<file path="src/rtl/rf_pkg.sv">
// Shared constants for the register-file writeback controller.
// Requester indices fix the arbitration slots of the writeback ports.
package rf_pkg;

    localparam int REG_AW = 5;
    localparam int XLEN   = 32;
    localparam int NREQ   = 3;

    localparam int REQ_ALU = 0;
    localparam int REQ_LSU = 1;
    localparam int REQ_CSR = 2;

endpackage

</file>
<file path="src/rtl/rr_arbiter.sv">
// Round-robin arbiter: one-hot grant to the first request
// found at or after ptr, wrapping modulo N.
module rr_arbiter #(
    parameter int N = 3,
    localparam int PW = (N > 1) ? $clog2(N) : 1
) (
    input  logic [N-1:0]  req,
    input  logic [PW-1:0] ptr,
    output logic [N-1:0]  grant
);

    int   idx;
    logic found;

    always_comb begin
        grant = '0;
        found = 1'b0;
        idx   = 0;
        for (int k = 0; k < N; k++) begin
            idx = int'(ptr) + k;
            if (idx >= N) idx = idx - N;
            if (idx >= N) idx = idx - N;
            if (!found && req[idx]) begin
                grant[idx] = 1'b1;
                found      = 1'b1;
            end
        end
    end

endmodule

</file>
<file path="src/rtl/rf_wb_ctrl.sv">
// Writeback arbitration into the register file plus a busy
// scoreboard for WAW stalls and operand-pending reporting.
module rf_wb_ctrl
    import rf_pkg::*;
#(
    parameter int NREQ = rf_pkg::NREQ,
    parameter int XLEN = rf_pkg::XLEN
) (
    input  logic                     clk,
    input  logic                     rst,
    input  logic                     iss_valid,
    input  logic [REG_AW-1:0]        iss_rd,
    output logic                     iss_ready,
    input  logic [NREQ-1:0]          req_valid,
    input  logic [REG_AW*NREQ-1:0]   req_rd,
    input  logic [XLEN*NREQ-1:0]     req_data,
    output logic [NREQ-1:0]          req_ready,
    output logic                     reg_w_EN,
    output logic [REG_AW-1:0]        rw,
    output logic [XLEN-1:0]          rw_data,
    input  logic [REG_AW-1:0]        ra,
    input  logic [REG_AW-1:0]        rb,
    output logic                     ra_busy,
    output logic                     rb_busy
);

    localparam int PW   = (NREQ > 1) ? $clog2(NREQ) : 1;
    localparam int NREG = 1 << REG_AW;

    logic [PW-1:0]     rr;
    logic [PW-1:0]     rr_nxt;
    logic [NREQ-1:0]   grant;
    logic              hs;
    logic [REG_AW-1:0] sel_rd;
    logic [XLEN-1:0]   sel_data;
    logic [PW-1:0]     sel_idx;
    logic              we_q;
    logic              iss_hs;
    logic [NREG-1:0]   busy;
    logic [NREG-1:0]   busy_nxt;

    rr_arbiter #(.N(NREQ)) u_arb (
        .req   (req_valid),
        .ptr   (rr),
        .grant (grant)
    );

    assign req_ready = rst ? '0 : grant;
    assign hs        = |req_ready;

    always_comb begin
        sel_rd   = '0;
        sel_data = '0;
        sel_idx  = '0;
        for (int i = 0; i < NREQ; i++) begin
            if (grant[i]) begin
                sel_rd   = req_rd[i*REG_AW +: REG_AW];
                sel_data = req_data[i*XLEN +: XLEN];
                sel_idx  = PW'(i);
            end
        end
    end

    always_comb begin
        rr_nxt = rr;
        if (hs) begin
            if (int'(sel_idx) == NREQ - 1) rr_nxt = '0;
            else                           rr_nxt = sel_idx + 1'b1;
        end
    end

    // A reset landing on the write cycle kills that write immediately.
    assign reg_w_EN  = we_q & ~rst;

    assign iss_ready = ~rst & ((iss_rd == '0) | ~busy[iss_rd]);
    assign iss_hs    = iss_valid & iss_ready & (iss_rd != '0);

    // Set is applied after clear so a same-register issue wins.
    always_comb begin
        busy_nxt = busy;
        if (reg_w_EN) busy_nxt[rw] = 1'b0;
        if (iss_hs)   busy_nxt[iss_rd] = 1'b1;
        busy_nxt[0] = 1'b0;
    end

    always_ff @(posedge clk) begin
        if (rst) begin
            we_q    <= 1'b0;
            rw      <= '0;
            rw_data <= '0;
            rr      <= '0;
            busy    <= '0;
        end else begin
            we_q <= hs & (sel_rd != '0);
            if (hs) begin
                rw      <= sel_rd;
                rw_data <= sel_data;
            end
            rr   <= rr_nxt;
            busy <= busy_nxt;
        end
    end

    assign ra_busy = busy[ra];
    assign rb_busy = busy[rb];

endmodule

</file>
<file path="config.mk">
export PLATFORM = sky130hd
export DESIGN_NAME = rf_wb_ctrl
export DESIGN_NICKNAME = d
export VERILOG_FILES = /design/src/rtl/rf_pkg.sv /design/src/rtl/rr_arbiter.sv /design/src/rtl/rf_wb_ctrl.sv
export SDC_FILE = /design/constraint.sdc
export NUM_CORES = 1
export LEC_CHECK = 0
export BUFFER_PORTS_ARGS = -buffer_cell sky130_fd_sc_hd__buf_2
export CAP_MARGIN = 20
export CORE_MARGIN = 8
export CORE_UTILIZATION = 45
export DETAILED_ROUTE_END_ITERATION = 8
export PLACE_DENSITY = 0.77
export SLEW_MARGIN = 20
export SYNTH_ARGS = -nofsm -noshare
export SYNTH_HDL_FRONTEND = slang
export SYNTH_SLANG_ARGS = --single-unit
</file>
<file path="constraint.sdc">
create_clock -name clk -period 2.7 [get_ports clk]
set_input_delay 0.54 -clock clk [delete_from_list [all_inputs] [get_ports clk]]
set_output_delay 0.54 -clock clk [all_outputs]
set_load 0.05 [all_outputs]
</file>
==> results of run 1 <==
final timing paths:
| path | from | end | depth (start not counted) |
|---|---|---|---|
| hold reg to reg | busy[18]$_SDFF_PP0_ | busy[18]$_SDFF_PP0_ | 2 |
| hold / removal | req_data[86] | rw_data[22]$_SDFFE_PP0P_ | 3 |
| setup reg to reg | rr[0]$_SDFFE_PP0P_ | rw_data[18]$_SDFFE_PP0P_ | 11 |
| setup / recovery | rr[0]$_SDFFE_PP0P_ | req_ready[2] | 8 |
logic make-up (layout without fill, tap and decap cells):
family,after synthesis,in the layout,share of synthesized area (%)
compound gates,146,146,21.3
fa+ha+maj,4,4,1.05
mux,61,61,19.6
flops,71,71,29.9
buf+inv,49,236,5.42
other cells,0,1,0
simple gates,202,202,22.7
worst max-delay path: stages, from the launching register on:
cell and delay (ns):
dfxtp_2 0.33, inv_2 0.08, ha_4 0.17, mux2i_4 0.26, o2111ai_2 0.13, or3b_4 0.42
and2_4 0.16, nor2_4 0.09, buf_8 0.15
routing by layer:
| metal | GRT usage [%] | vias up | share of wire, % |
|---|---|---|---|
| met4 | 10.9 | 2 | 3.7 |
| li1 | - | 2327 | - |
| met3 | 7.52 | 45 | 9.6 |
| met5 | 0 | - | 0.063 |
| met1 | 23.8 | 2318 | 38 |
| met2 | 36.7 | 227 | 48 |
registers in the layout, summed over array words and instances (netlist names):
signal,count
we_q,1
rw_data,32
busy,31
rr,2
rw,5
power groups by stage:
stage	Sequential, mW	Combinational [mW]	Clock, mW
2_1_floorplan	2.11	2.67	0
3_3_place_gp	1.46	4.01	0
3_5_place_dp	1.47	4.13	0
4_1_cts	1.46	4.25	0.956
5_1_grt	1.49	4.78	0.996
6_report	1.46	4.45	0.944
metrics by stage:
step                setup slack (ns)  hold slack, ns
global route                 -0.0705           0.425
finish                        0.0231           0.421
CTS                          0.00524           0.407
detailed placement            -0.169           0.513
floorplan                     -0.115           0.468
global placement             -0.0966           0.501
Yosys cell counts, types with 2 or more instances:
cell,number,share of area (%)
dfxtp_1,71,30
nand2_1,63,5.0
nor2_1,53,4.2
a21oi_1,31,3.3
mux2i_1,31,6.5
o21ai_1,31,3.3
a211o_1,29,5.3
mux4_2,25,12
nand3b_1,25,3.9
nor2b_1,24,3.2
o21ai_0,24,2.5
clkbuf_1,18,1.4
buf_2,14,1.5
inv_1,7,0.55
nand3_1,7,0.74
buf_4,6,0.95
a2111oi_2,5,1.6
nand2b_1,5,0.66
nor3_1,5,0.53
a22oi_1,4,0.63
ha_1,4,1.1
mux2_2,4,0.95
nor3b_1,4,0.63
buf_6,3,0.71
or3_1,3,0.39
a311o_1,2,0.42
a311oi_1,2,0.37
a31oi_1,2,0.26
nand4_4,2,0.89
nand4b_4,2,1.0
o211ai_1,2,0.32
o21a_1,2,0.32
cell usage in the layout (no fill, tap or decap), types with 24 or more instances in the layout:
cell type and n:
buf_2 167, dfxtp_1 67, nand2_1 63, nor2_1 51, buf_4 37, mux2i_1 31
a21oi_1 31, o21ai_1 31, a211o_1 29, mux4_2 25, nand3b_1 25, nor2b_1 24
o21ai_0 24
final cells by class:
type | instances | area (um^2) | area share (%)
multi-input cells | 413 | 3160 | 50.8
flip-flops and latches | 71 | 1430 | 22.9
repair buffers | 213 | 1220 | 19.6
well taps | 136 | 170 | 2.73
clock buffers | 10 | 128 | 2.05
clock inverters | 6 | 85.1 | 1.37
inverters | 7 | 26.3 | 0.422
diodes | 1 | 2.50 | 0.0402
what timing repair did:
action / CTS / global route
pin swaps: 4 / 6
gates resized for setup: 24 / 15
setup endpoints to repair: 27 / 27
buffers inserted: 5 / 8
==> impl_metrics.py, run 1 <==
metrics = {
    "worst_setup_path": {
        "crit_fanout": 3,
        "endpoint_kind": "output pin",
        "setup.worst_path.class": "reg -> out",
        "cp-start-kind": "flip-flop",
        "r2r_slack_ns": 0.16,
        "worstPathArrival_ns": 2.14,
        "crit_required_ns": 2.16,
    },
    "clocking": {
        "cts_tree": "built",
        "hold_buffers": 0,
        "cts_inserted_buffers": 9,
        "cts_sinks": 71,
        "clk_latency_ns": 0.35,
        "cts.clk_slew.worst_paths_ns": 0.08,
        "clockBufferDepth": 2,
        "htree_levels": 3,
        "clockRootBuffer": "clkbuf_8",
    },
    "detailed_routing": {
        "vias": 4919,
        "wl_um": 16000,
        "wl_per_cell_um": 18.7,
        "drcViolationCount": 0,
        "drt_pre_antenna_iters": 4,
        "avgViaCountPerCell": 5.74,
        "drt_iter0_markers": 349,
        "antenna_left": 0,
    },
    "power": {
        "combPwrFrac_pct": 64.9,
        "p_sw_share_pct": 47.0,
        "switchingPower_mw": 3.23,
        "clockPowerShare_pct": 13.8,
        "power.density_mw_per_mm2": 1100,
        "p_int_mw": 3.63,
        "ir_drop_uv": 709,
        "p_total_mw": 6.86,
        "p_leak_nw": 2.71,
        "seq_power_share_pct": 21.3,
    },
    "timing": {
        "rsz0062_at_grt": "true",
        "period_share_pct": 99.1,
        "period_needed_ns": 2.68,
        "hold_violations": 0,
        "skew_ns": 0.0149,
        "fmax_mhz": 374,
        "setup-violations-final": 0,
        "finalSetupTns_ns": 0,
        "timing.slew.headroom_pct": 49.5,
        "worstMarginPinSlew_ns": 0.756,
        "drv_slew": 0,
    },
    "cells_and_area": {
        "nFillCells": 918,
        "fin_util_pct": 60.6,
        "syn2layout_area_growth_pct": 30.9,
        "nets": 851,
        "drive_gt1_share_pct": 40.8,
        "final_cells": 857,
        "fin_area_mm2": 0.00623,
    },
    "flow_run": {
        "cap_violations": 0,
    },
    "placement": {
        "placed_area_mm2": 0.00577,
        "hpwl_um": 12300,
        "dp.cells": 827,
        "place_congestion": 0.932,
        "io_buffer_count": 175,
    },
    "die": {
        "core_mm2": 0.0103,
        "initial_core_util_pct": 46.3,
        "ios": 176,
        "die_h_um": 119,
        "die-width_um": 119,
        "row_count": 37,
        "die_area_mm2": 0.0141,
    },
    "logic_synthesis": {
        "synth_area_per_cell_um2": 8.92,
        "ys_ff_latch": 71,
        "syn_nets": 669,
        "ys_warn_count": 0,
        "synth_area_mm2": 0.00476,
        "synthCells": 533,
        "synth.distinct_cells": 55,
        "ys.flop_type": "dfxtp_1",
        "ys_seq_area_share_pct": 29.9,
        "async_reset_ff_share_pct": 0,
        "synth_edf_count": 0,
    },
    "global_routing": {
        "grt_pass1_wl_um": 25200,
        "antenna_found_initial": 1,
        "grt_max_degree": 55,
        "first_global_vias": 5091,
        "grt_use_total_pct": 21.7,
        "grt_overflow": 0,
    },
    "outcome": {
        "status": "complete, no violations",
    },
    "worst_hold_path": {
        "min_path_type": "in -> reg",
    },
}
Note: power is estimated with default switching activity, not from simulation.
==> run 2: changes to the inputs <==
CORE_ASPECT_RATIO = 1.1   (was not set)
MAX_ROUTING_LAYER = met4   (was not set)
==> impl_metrics.py, run 2 (synthesized netlist as in run 1, its figures left out) <==
metrics = {
    "outcome": {
        "status": "finished, violations left",
        "violations": "negative setup slack",
    },
    "timing": {
        "setup-violations-final": 2,
        "hold_violations": 0,
        "skew_ns": 0.00709,
        "period_share_pct": 102,
        "period_needed_ns": 2.76,
        "timing.slew.headroom_pct": 62.7,
        "rsz0062_at_grt": "true",
        "drv_slew": 0,
        "finalSetupTns_ns": -0.0660,
        "setup_ws_ns": -0.0594,
        "worstMarginPinSlew_ns": 0.559,
        "fmax_mhz": 362,
    },
    "worst_setup_path": {
        "cp-start-kind": "flip-flop",
        "worstPathArrival_ns": 2.22,
        "cp_slowest_cell": "or3b_4",
        "setup.worst_path.class": "reg -> out",
        "path_cells": "inv_2 > ha_4 > mux2i_4 > o2111ai_2 > or3b_4 > and2_4 > nor2_4 > buf_8",
        "crit_required_ns": 2.16,
        "worstReg2RegStart": "rr[0]$_SDFFE_PP0P_",
        "critPathTopFamily": "simple AND/OR/NAND/NOR gates",
        "endpoint_kind": "output pin",
        "r2r_slack_ns": 0.09,
        "worst_r2r_path_depth": 12,
        "cp_slowest_stage_delay_ns": 0.43,
        "cp_num_buf_inv": 2,
        "regToRegEndpoint": "rw_data[28]$_SDFFE_PP0P_",
        "crit_fanout": 4,
    },
    "clocking": {
        "clockRootBuffer": "clkbuf_16",
        "htree_levels": 3,
        "cts_tree": "built",
        "cts.clk_slew.worst_paths_ns": 0.06,
        "hold_buffers": 0,
        "cts_inserted_buffers": 9,
        "clockBufferDepth": 2,
        "cts_sinks": 71,
        "clk_latency_ns": 0.33,
    },
    "worst_hold_path": {
        "hold_depth": 3,
        "hp-start": "req_data[89]",
        "min_path_type": "in -> reg",
        "hold_path_end": "rw_data[25]$_SDFFE_PP0P_",
    },
    "detailed_routing": {
        "drcViolationCount": 0,
        "drt_pre_antenna_iters": 5,
        "vias": 5015,
        "avgViaCountPerCell": 5.80,
        "wl_um": 16500,
        "antenna_left": 0,
        "drt_iter0_markers": 301,
        "wl_per_cell_um": 19.1,
    },
    "cells_and_area": {
        "nFillCells": 924,
        "final_common_cell": "buf_2",
        "largest_register": "rw_data",
        "drive_gt1_share_pct": 40.9,
        "fin_util_pct": 61.1,
        "n_antenna_cell": 0,
        "nets": 852,
        "largest_reg_flops": 32,
        "layout_common_cells": "169 x buf_2, 69 x dfxtp_1, 63 x nand2_1",
        "top_regs": "rw_data (32), busy (31), rw (5)",
        "final_cells": 864,
        "syn2layout_area_growth_pct": 33.0,
    },
    "placement": {
        "io_buffer_count": 175,
        "place_congestion": 1.01,
        "hpwl_um": 12300,
        "dp.cells": 831,
        "pre_cts_ws_ns": -0.128,
    },
    "global_routing": {
        "grt_use_total_pct": 23.0,
        "grt_max_degree": 45,
        "grt_overflow": 0,
        "first_global_vias": 4913,
        "grt_pass1_wl_um": 24900,
        "antenna_found_initial": 0,
    },
    "die": {
        "row_count": 39,
        "die-width_um": 114,
        "initial_core_util_pct": 46.0,
        "ios": 176,
        "die_h_um": 124,
        "core_mm2": 0.0103,
        "die_area_mm2": 0.0141,
    },
    "power": {
        "power.density_mw_per_mm2": 1130,
        "ir_drop_uv": 1350,
        "p_leak_nw": 2.75,
        "p_total_mw": 7.17,
    },
    "flow_run": {
        "cap_violations": 0,
    },
}
run 2: changes by cell type in the layout (fill, tap and decap cells not counted), moves of 2 or more:
cell,before,now
clkinv_4,0,2
buf_2,167,169
buf_8,4,2
dfxtp_1,67,69
buf_6,3,5
clkbuf_16,0,9
clkbuf_4,2,0
clkinvlp_4,2,0
clkbuf_8,9,1
run 2: layout make-up:
type                            instances  area [um^2]  area share (%)
Multi-Input combinational cell        414         3170            50.2
Clock inverter                          5         57.6           0.910
Timing Repair Buffer                  213         1220            19.3
Sequential cell                        71         1420            22.5
Tap cell                              143          179            2.83
Inverter                                7         26.3           0.416
Clock buffer                           11          243            3.84
run 2: routing by layer:
metal	global-route usage [%]	vias to the layer above	wire, um
li1	-	2325	-
met5	-	-	0
met3	4.70	39	1250
met4	11.6	0	516
met2	37.4	256	8200
met1	26.7	2395	6570
run 2: report_power, final:
group	internal, mW	switching [mW]
logic	1.85	2.65
registers	1.29	0.170
clock network	0.741	0.465
run 2: repair_timing:
action	in CTS	in global routing
buffers inserted	4	12
gates resized for setup	17	16
gates cloned	0	1
pin swaps	2	5
endpoints found under the setup margin	27	33
endpoints found under the hold margin	0	0
run 2: worst max-delay path by stage:
stage | start | endpoint | slack [ns] | cells past startpoint
after floorplan | rr[0]$_SDFFE_PP0P_ | req_ready[2] | -0.11 | 8
after global placement | rb[0] | rb_busy | -0.09 | 5
after detailed placement | rb[0] | rb_busy | -0.13 | 5
after CTS | rr[0]$_SDFFE_PP0P_ | req_ready[2] | -0.04 | 8
after global routing | rr[0]$_SDFFE_PP0P_ | req_ready[2] | -0.13 | 8
final | rr[0]$_SDFFE_PP0P_ | req_ready[2] | -0.06 | 8
run 2: through the flow:
stage | hold WS [ns] | cell area, um^2
floorplan | 0.468 | 4770
global placement | 0.523 | 5770
detailed placement | 0.532 | 5770
CTS | 0.438 | 6160
global route | 0.447 | 6320
finish | 0.443 | 6320
run 2: tightest hold or removal path, delay by kind of cell:
| kind | cells | cell delay, ns |
|---|---|---|
| buf+inv | 1 | 0.09 |
| compound gates | 1 | 0.05 |
| simple gates | 1 | 0.04 |
